File: config.mk
export PLATFORM = sky130hd
export DESIGN_NAME = sipo_word_deserializer_flat
export DESIGN_NICKNAME = d
export VERILOG_FILES = /design/src/rtl/sipo_pkg.sv /design/src/rtl/sipo_word_deserializer_if.sv /design/src/rtl/sipo_out_hold.sv /design/src/rtl/sipo_word_deserializer.sv /design/src/flat_wrapper.sv
export SDC_FILE = /design/constraint.sdc
export NUM_CORES = 1
export LEC_CHECK = 0
export CORE_UTILIZATION = 40
export DETAILED_ROUTE_END_ITERATION = 10
export HOLD_SLACK_MARGIN = 0.05
export PLACE_DENSITY = 0.66
export SYNTH_ARGS = -nofsm -noshare
export SYNTH_HDL_FRONTEND = slang
export SYNTH_SLANG_ARGS = --single-unit
export TNS_END_PERCENT = 50
File: constraint.sdc
create_clock -name clk -period 3 [get_ports clk]
set_clock_uncertainty 0.2 [all_clocks]
set_input_delay 0.3 -clock clk [delete_from_list [all_inputs] [get_ports clk]]
set_output_delay 0.3 -clock clk [all_outputs]
set_load 0.05 [all_outputs]
File: src/rtl/sipo_pkg.sv
// Shared definitions for the serial-to-parallel word deserializer.
// Holds the FSM state encoding and the bit-counter width helper.
// No logic here: constants and a pure function only.
package sipo_pkg;

    localparam logic [1:0] ST_IDLE  = 2'd0;
    localparam logic [1:0] ST_SHIFT = 2'd1;
    localparam logic [1:0] ST_PAR   = 2'd2;

    // Bit counter must represent 0..WIDTH.
    function automatic int sipo_cnt_w(input int width);
        return $clog2(width + 1);
    endfunction

endpackage

File: src/rtl/sipo_word_deserializer_if.sv
// Bundle of serial-input and parallel-output signals for the deserializer.
// slave = deserializer view, master = serial source plus word consumer view.
// parity_err is present only when SIPO_PARITY_EN is defined.
interface sipo_word_deserializer_if #(
    parameter int WIDTH = 4
);
    logic             s_in;
    logic             s_en;
    logic             s_sync;
    logic [WIDTH-1:0] dout;
    logic             dout_valid;
    logic             dout_ready;
    logic             busy;
    logic             overrun;
`ifdef SIPO_PARITY_EN
    logic             parity_err;
`endif

    modport slave (
        input  s_in, s_en, s_sync, dout_ready,
        output dout, dout_valid, busy, overrun
`ifdef SIPO_PARITY_EN
        , output parity_err
`endif
    );

    modport master (
        output s_in, s_en, s_sync, dout_ready,
        input  dout, dout_valid, busy, overrun
`ifdef SIPO_PARITY_EN
        , input parity_err
`endif
    );
endinterface

File: src/rtl/sipo_out_hold.sv
// Output holding register with valid/ready handshake and sticky overrun flag.
// Latency: word_done_i loads dout_o on the same rising edge.
// Backpressure: a word completing while full and not being drained is dropped, overrun_o set.
// Ports: clk/rst, word_done_i/word_in_i from the shifter, dout_ready_i from the consumer;
//        dout_o/dout_valid_o/overrun_o to the consumer.
module sipo_out_hold #(
    parameter int WIDTH = 4
) (
    input  logic             clk,
    input  logic             rst,
    input  logic             word_done_i,
    input  logic [WIDTH-1:0] word_in_i,
    input  logic             dout_ready_i,
    output logic [WIDTH-1:0] dout_o,
    output logic             dout_valid_o,
    output logic             overrun_o
);
    logic [WIDTH-1:0] dout_q, dout_d;
    logic             valid_q, valid_d;
    logic             overrun_q, overrun_d;
    logic             xfer;
    logic             load;

    assign xfer = valid_q & dout_ready_i;
    // A word may land whenever the register is empty or is emptied on this same edge.
    assign load = word_done_i & (~valid_q | dout_ready_i);

    always_comb begin
        dout_d    = dout_q;
        valid_d   = valid_q;
        overrun_d = overrun_q;
        if (load) begin
            dout_d  = word_in_i;
            valid_d = 1'b1;
        end else if (xfer) begin
            valid_d = 1'b0;
        end
        if (word_done_i && valid_q && !dout_ready_i) begin
            overrun_d = 1'b1;
        end
    end

    always_ff @(posedge clk or posedge rst) begin
        if (rst) begin
            dout_q    <= '0;
            valid_q   <= 1'b0;
            overrun_q <= 1'b0;
        end else begin
            dout_q    <= dout_d;
            valid_q   <= valid_d;
            overrun_q <= overrun_d;
        end
    end

    assign dout_o       = dout_q;
    assign dout_valid_o = valid_q;
    assign overrun_o    = overrun_q;
endmodule

File: src/rtl/sipo_word_deserializer.sv
// Serial-to-parallel word deserializer: sync-framed serial bits rebuilt into WIDTH-bit words.
// Latency: word lands in dout on the edge that samples its last bit (parity bit with SIPO_PARITY_EN).
// Backpressure: single holding register; a word completing while full is dropped and overrun set.
// Ports: clk, rst (async active-high), bus (sipo_word_deserializer_if.slave: s_in/s_en/s_sync in,
//        dout/dout_valid/dout_ready handshake, busy, overrun, parity_err with SIPO_PARITY_EN).
module sipo_word_deserializer
    import sipo_pkg::*;
#(
    parameter int WIDTH     = 4,
    parameter bit MSB_FIRST = 1'b1
) (
    input  logic                     clk,
    input  logic                     rst,
    sipo_word_deserializer_if.slave  bus
);
    localparam int CNT_W = sipo_cnt_w(WIDTH);

    logic [1:0]       state_q, state_d;
    logic [CNT_W-1:0] cnt_q, cnt_d;
    logic [WIDTH-1:0] sh_q, sh_d;
    logic [WIDTH-1:0] sh_shift, sh_first;
    logic             last_bit;
    logic             word_done;
    logic [WIDTH-1:0] word_in;

    // sh_first clears the stale bits so an abandoned word cannot leak into the next one.
    generate
        if (MSB_FIRST) begin : g_msb
            assign sh_shift = {sh_q[WIDTH-2:0], bus.s_in};
            assign sh_first = {{(WIDTH-1){1'b0}}, bus.s_in};
        end else begin : g_lsb
            assign sh_shift = {bus.s_in, sh_q[WIDTH-1:1]};
            assign sh_first = {bus.s_in, {(WIDTH-1){1'b0}}};
        end
    endgenerate

    assign last_bit = (cnt_q == CNT_W'(WIDTH - 1));

`ifdef SIPO_PARITY_EN
    logic par_bad;
    logic word_load;
    logic parity_err_q;
`endif

    always_comb begin
        state_d   = state_q;
        cnt_d     = cnt_q;
        sh_d      = sh_q;
        word_done = 1'b0;
        word_in   = sh_shift;
`ifdef SIPO_PARITY_EN
        par_bad   = 1'b0;
`endif
        if (bus.s_en) begin
            if (bus.s_sync) begin
                // Sync always starts a fresh word, silently abandoning any partial one.
                state_d = ST_SHIFT;
                cnt_d   = CNT_W'(1);
                sh_d    = sh_first;
            end else begin
                case (state_q)
                    ST_SHIFT: begin
                        sh_d = sh_shift;
                        if (last_bit) begin
                            cnt_d = '0;
`ifdef SIPO_PARITY_EN
                            state_d = ST_PAR;
`else
                            state_d   = ST_IDLE;
                            word_done = 1'b1;
`endif
                        end else begin
                            cnt_d = cnt_q + 1'b1;
                        end
                    end
`ifdef SIPO_PARITY_EN
                    ST_PAR: begin
                        // Even parity: data bits plus parity bit must XOR to zero.
                        state_d   = ST_IDLE;
                        word_done = 1'b1;
                        word_in   = sh_q;
                        par_bad   = ^{sh_q, bus.s_in};
                    end
`endif
                    default: begin
                        // IDLE: unframed bits are ignored.
                    end
                endcase
            end
        end
    end

    always_ff @(posedge clk or posedge rst) begin
        if (rst) begin
            state_q <= ST_IDLE;
            cnt_q   <= '0;
            sh_q    <= '0;
        end else begin
            state_q <= state_d;
            cnt_q   <= cnt_d;
            sh_q    <= sh_d;
        end
    end

    sipo_out_hold #(
        .WIDTH (WIDTH)
    ) u_hold (
        .clk          (clk),
        .rst          (rst),
        .word_done_i  (word_done),
        .word_in_i    (word_in),
        .dout_ready_i (bus.dout_ready),
        .dout_o       (bus.dout),
        .dout_valid_o (bus.dout_valid),
        .overrun_o    (bus.overrun)
    );

`ifdef SIPO_PARITY_EN
    // Parity status follows the delivered word only; dropped words leave it untouched.
    assign word_load = word_done & (~bus.dout_valid | bus.dout_ready);

    always_ff @(posedge clk or posedge rst) begin
        if (rst) begin
            parity_err_q <= 1'b0;
        end else if (word_load) begin
            parity_err_q <= par_bad;
        end
    end

    assign bus.parity_err = parity_err_q;
`endif

    assign bus.busy = (state_q != ST_IDLE);
endmodule
File: src/flat_wrapper.sv
// flat-port wrapper written by rule: the top's interface ports become plain ports
module sipo_word_deserializer_flat import sipo_pkg::*;
#(
    parameter int WIDTH     = 4,
    parameter bit MSB_FIRST = 1'b1
)
  (clk, rst, bus_s_in, bus_s_en, bus_s_sync, bus_dout_ready, bus_dout, bus_dout_valid, bus_busy, bus_overrun);
  sipo_word_deserializer_if #(.WIDTH(WIDTH)) bus_i ();
  input  logic clk;
  input  logic rst;
  input wire logic [$bits(bus_i.s_in)-1:0] bus_s_in;
  input wire logic [$bits(bus_i.s_en)-1:0] bus_s_en;
  input wire logic [$bits(bus_i.s_sync)-1:0] bus_s_sync;
  input wire logic [$bits(bus_i.dout_ready)-1:0] bus_dout_ready;
  output wire logic [$bits(bus_i.dout)-1:0] bus_dout;
  output wire logic [$bits(bus_i.dout_valid)-1:0] bus_dout_valid;
  output wire logic [$bits(bus_i.busy)-1:0] bus_busy;
  output wire logic [$bits(bus_i.overrun)-1:0] bus_overrun;
  assign bus_i.s_in = bus_s_in;
  assign bus_i.s_en = bus_s_en;
  assign bus_i.s_sync = bus_s_sync;
  assign bus_i.dout_ready = bus_dout_ready;
  assign bus_dout = bus_i.dout;
  assign bus_dout_valid = bus_i.dout_valid;
  assign bus_busy = bus_i.busy;
  assign bus_overrun = bus_i.overrun;
  sipo_word_deserializer #(.WIDTH(WIDTH), .MSB_FIRST(MSB_FIRST)) u_core (.clk(clk), .rst(rst), .bus(bus_i));
endmodule
Word-level counts from Yosys, hierarchy flattened
Index checks and enable logic that the tools add are counted.
{"block": "word_totals", "regBits": 14, "in_bits": 6, "out_inout_bits": 7, "elab_cells": 36}
{"block": "op_classes", "addsub": 1, "eq_ne": 2, "mux": 14, "bitwise": 4, "n_reduce_logical": 9}
{"op": "3-bit 2-to-1 mux", "count": 5}
{"op": "2-bit nonzero test", "count": 4}
{"op": "1-bit 2-to-1 mux", "count": 6}
{"op": "2-bit 2-to-1 mux", "count": 3}
{"op": "3-bit by 1-bit adder with 3-bit output, second input constant", "count": 1}
{"op": "3-bit by 2-bit equality test with 1-bit output, second input constant", "count": 1}
{"op": "3-bit AND reduction", "count": 1}
{"op": "1-bit bitwise AND", "count": 2}
{"op": "2-bit by 1-bit equality test with 1-bit output, second input constant", "count": 1}
{"op": "1-bit logical AND", "count": 2}
{"op": "2-bit AND reduction", "count": 1}
{"op": "1-bit zero test", "count": 1}
{"op": "1-bit inverter", "count": 1}
{"op": "1-bit bitwise OR", "count": 1}

Logic depth before layout (Yosys ltp)
{"block": "logic_depth", "depth_word": 7, "mapped_depth": 4, "ltp_nobuf": 4}

By module
Synthesis repeated with hierarchy kept, for this count alone.
{"block": "hier_totals", "hier_cells": 48, "hier_area_um2": 586.8}
{"mod": "sipo_word_deserializer", "instances": 1, "cells_per_inst": 32, "area_per_inst_um2": 332.8, "seq_area_each_um2": 175.2}
{"mod": "sipo_out_hold", "instances": 1, "cells_per_inst": 16, "area_per_inst_um2": 254.0, "seq_area_each_um2": 150.1}

Least setup slack after synthesis
Ideal clock, no wire load.
{"block": "synth_timing", "path_kind": "register to register", "start": "register u_core.state_q[0]", "end": "register u_core.u_hold.dout_q[0] (netlist: u_core.u_hold.dout_o[0])", "arrival_ps": 1646, "required_ps": 2675, "setup_slack_ps": 1029, "stages_incl_launch_ff": 5, "n_path_buf": 1, "path_cell_list": "dfrtp_1 > buf_2 > nand2_4 > nor4_4 > mux2_2"}
{"block": "synth_between", "elab_chain_len": 5}
{"item": "from (decl)", "line": "sipo_word_deserializer.sv:18", "text": "logic [1:0] state_q, state_d;"}
{"item": "from (signal assigned)", "line": "sipo_word_deserializer.sv:99", "text": "state_q <= state_d;"}
{"item": "2-bit by 1-bit equality test with 1-bit output", "line": "sipo_word_deserializer.sv:61", "text": "case (state_q)"}
{"item": "1-bit 2-to-1 mux", "line": "sipo_word_deserializer.sv:61"}
{"item": "1-bit 2-to-1 mux", "line": "sipo_word_deserializer.sv:55", "text": "if (bus.s_sync) begin"}
{"item": "1-bit 2-to-1 mux", "line": "sipo_word_deserializer.sv:54", "text": "if (bus.s_en) begin"}
{"item": "1-bit bitwise AND", "line": "sipo_out_hold.sv:26", "text": "assign load = word_done_i & (~valid_q | dout_ready_i);"}
{"item": "to (signal assigned)", "line": "sipo_out_hold.sv:49", "text": "dout_q <= dout_d;"}
{"item": "to (decl)", "line": "sipo_out_hold.sv:18", "text": "logic [WIDTH-1:0] dout_q, dout_d;"}
Every way passes these cells.
A chain may end at the register's enable or synchronous reset.

Worst setup path in the final report
{"block": "layout_timing", "start": "register u_core.state_q[0]", "end": "output port bus_busy"}
{"block": "layout_between", "elab_chain_len": 1}
{"item": "2-bit nonzero test", "line": "sipo_word_deserializer.sv:133", "text": "assign bus.busy = (state_q != ST_IDLE);"}
{"item": "to (decl)", "line": "flat_wrapper.sv:17", "text": "output wire logic [$bits(bus_i.busy)-1:0] bus_busy;"}
Every way passes these cells.

==> results.json <==
{
  "max-vdd-ir-drop_uv": 415,
  "tns_ns": 0,
  "min_period_ns": 2.18,
  "hpwl_um": 744,
  "fp.dieH_um": 40.4,
  "syn_nets": 55,
  "ctsRootBufferMaster": "clkbuf_4",
  "total_power_uw": 618,
  "crit_cells": 1,
  "ys_seq_elements": 13,
  "synth_area_leader_cell": "dfrtp_1",
  "cp-end-kind": "output port",
  "clockBufferDepth": 2,
  "finalSetupViolCount": 0,
  "vias": 394,
  "tritoncts": "built",
  "fp.dieArea_um2": 1630,
  "cp_top_family": "buffers and inverters",
  "yosysSeqAreaShare_pct": 55.2,
  "worstMarginPinSlew_ns": 0.495,
  "rrSetupSlack_ns": 1.11,
  "pre_cts_slack_ns": 0.811,
  "path_max_fanout": 10,
  "antenna_found_initial": 0,
  "grt_setup_unrepaired": "false",
  "htreeDepth": 1,
  "drt_wl_total_um": 989,
  "path_buf_inv": 1,
  "ys.warnings.count": 0,
  "slew_headroom_pct": 66.9,
  "initial_core_util_pct": 44.2,
  "syn-cell-area_um2": 589,
  "hold_buffers": 0,
  "drive_above_1_share_pct": 21.3,
  "cap_viol_max_count": 0,
  "hp-class": "input port to async pin",
  "drt_first_pass_iters": 2,
  "crit_path_max_incr_delay_ns": 0.87,
  "path_class": "flop to output port",
  "postSynthCellCount": 48,
  "setup_slack_ns": 0.821,
  "crit_start": "u_core.state_q[0]",
  "track_usage_pct": 16.5,
  "synth_area_leaders": "dfrtp_1, mux2_2, nor4_4",
  "static-leakage-power_uw": 0.000332,
  "place_inst": 72,
  "fmax_ghz": 0.459,
  "ios": 13,
  "multi_input_area_um2": 231,
  "p_per_area_nw_per_um2": 839,
  "hold_violations": 0,
  "drt-wirelength-per-cell_um": 13.0,
  "port_buffers": 12,
  "drtIter0Drc": 1,
  "seq_area_um2": 325,
  "clock_latency_ns": 0.27,
  "status": "finished, final reports clean",
  "die_w_um": 40.4,
  "clk_pin_slew_ns": 0.08,
  "cts_sinks": 13,
  "fin_nets": 69,
  "r2r_cells": 4,
  "via_per_inst": 5.18,
  "crit_required_ns": 2.50,
  "final_util_pct": 55.3,
  "worstPathCellList": "clkdlybuf4s50_1",
  "core_um2": 1330,
  "min_period_over_period_pct": 72.6,
  "cp-start-kind": "flop",
  "first_global_vias": 397,
  "reg2reg_from": "u_core.cnt_q[0]",
  "worstPathArrival_ns": 1.68,
  "cts_resized": 0,
  "overflow": 0,
  "drc": 0,
  "grt_pass1_wl_um": 1640,
  "final_antenna_net_count": 0,
  "post-cts-setup-buffer-count": 0,
  "layoutNonFillerInstCount": 76,
  "gp_congestion": 0.705,
  "syn2layout_area_growth_pct": 25.1,
  "crit_slowest_cell": "clkdlybuf4s50_1",
  "synth_area_per_cell_um2": 12.3,
  "yosysUniqueCellTypes": 23,
  "grt_max_degree": 14,
  "slew_violations": 0,
  "nFillCells": 130,
  "numCtsBuffers": 3,
  "std_cell_rows": 13,
  "synth_top_cell_area_share_pct": 55.2,
  "r2r_end": "u_core.u_hold.dout_o[0]",
  "diodes": 0
}
[worst max-delay path by stage]
stage | endpoint | slack, ns
3_3_place_gp | u_core.u_hold.dout_o[2] | 0.85
5_1_grt | bus_busy | 0.73
6_report | bus_busy | 0.82
3_5_place_dp | u_core.u_hold.dout_o[3] | 0.81
4_1_cts | bus_busy | 0.80
2_1_floorplan | u_core.u_hold.dout_o[0] | 1.03
[layout by cell type (no fill, tap or decap), types with 2 or more instances in the layout]
cell and count:
dfrtp_1 13, clkdlybuf4s50_1 12, mux2_2 5, inv_1 4
clkbuf_4 3, nor2_1 2, a22o_1 2, nand3_1 2
o21a_1 2, o22ai_1 2
[cell families after synthesis]
| kind of cell | Yosys count | synth area share (%) |
|---|---|---|
| buffers and inverters | 7 | 5.52 |
| adder cells (fa/ha/maj) | 1 | 2.12 |
| multiplexers | 5 | 9.55 |
| AND/OR/NAND/NOR | 10 | 12.7 |
| flip-flops | 13 | 55.2 |
| AO/OA/AOI/OAI | 12 | 14.9 |
[synthesized netlist by cell type]
| cell type | instances |
|---|---|
| a21boi_0 | 1 |
| a21o_1 | 1 |
| nor2b_1 | 1 |
| nand2_4 | 1 |
| a21oi_1 | 1 |
| o22ai_1 | 2 |
| buf_4 | 1 |
| inv_1 | 4 |
| a31o_2 | 1 |
| a22o_1 | 2 |
| buf_2 | 2 |
| nor4_4 | 1 |
| dfrtp_1 | 13 |
| o21a_1 | 2 |
| ha_1 | 1 |
| nor2_1 | 2 |
| a21o_2 | 1 |
| mux2_2 | 5 |
| or2b_1 | 1 |
| o21ai_0 | 1 |
| or2_2 | 1 |
| nand3_1 | 2 |
| nor3_1 | 1 |
[worst register-to-register path, delay by kind of cell (launching register included)]
kind	cells	cell delay (ns)
flip-flops	1	0.38
multiplexers	1	0.38
adder cells (fa/ha/maj)	1	0.18
AND/OR/NAND/NOR	2	0.65
[metrics by stage]
stage	instance area (um2)	hold WS, ns
3_3_place_gp	711	0.245
3_5_place_dp	711	0.253
6_report	737	0.140
2_1_floorplan	589	-0.0230
4_1_cts	737	0.155
5_1_grt	737	0.206
[cell type report]
class                           instances  area share [%]
Inverter                                4            2.04
Clock buffer                            4            3.57
Timing Repair Buffer                   12            16.3
Multi-Input combinational cell         28            31.4
Tap cell                               15            2.55
Sequential cell                        13            44.1
[flip-flops by register name, summed over array words and instances (netlist names)]
register,flops
u_core.cnt_q,3
u_core.sh_q,3
u_core.state_q,1
u_core.u_hold.dout_o,4
u_core.u_hold.dout_valid_o,1
u_core.u_hold.overrun_o,1
[where the power goes]
part | internal [uW] | total [uW] | leakage (uW) | switching [uW]
Combinational | 104 | 263 | 0.000152 | 159
Sequential | 219 | 250 | 0.000166 | 31.2
Clock | 51.5 | 105 | 0.0000150 | 53.6
Total | 375 | 618 | 0.000332 | 244
[routing by layer]
| layer | vias to the layer above | GRT usage [%] | wire length (um) |
|---|---|---|---|
| met2 | 13 | 27.0 | 463 |
| met5 | - | 0 | 0 |
| met4 | 0 | 7.50 | 0 |
| li1 | 195 | - | - |
| met3 | 0 | 8.89 | 65 |
| met1 | 186 | 17.3 | 459 |
No activity file was read; power rests on OpenSTA's default activity.
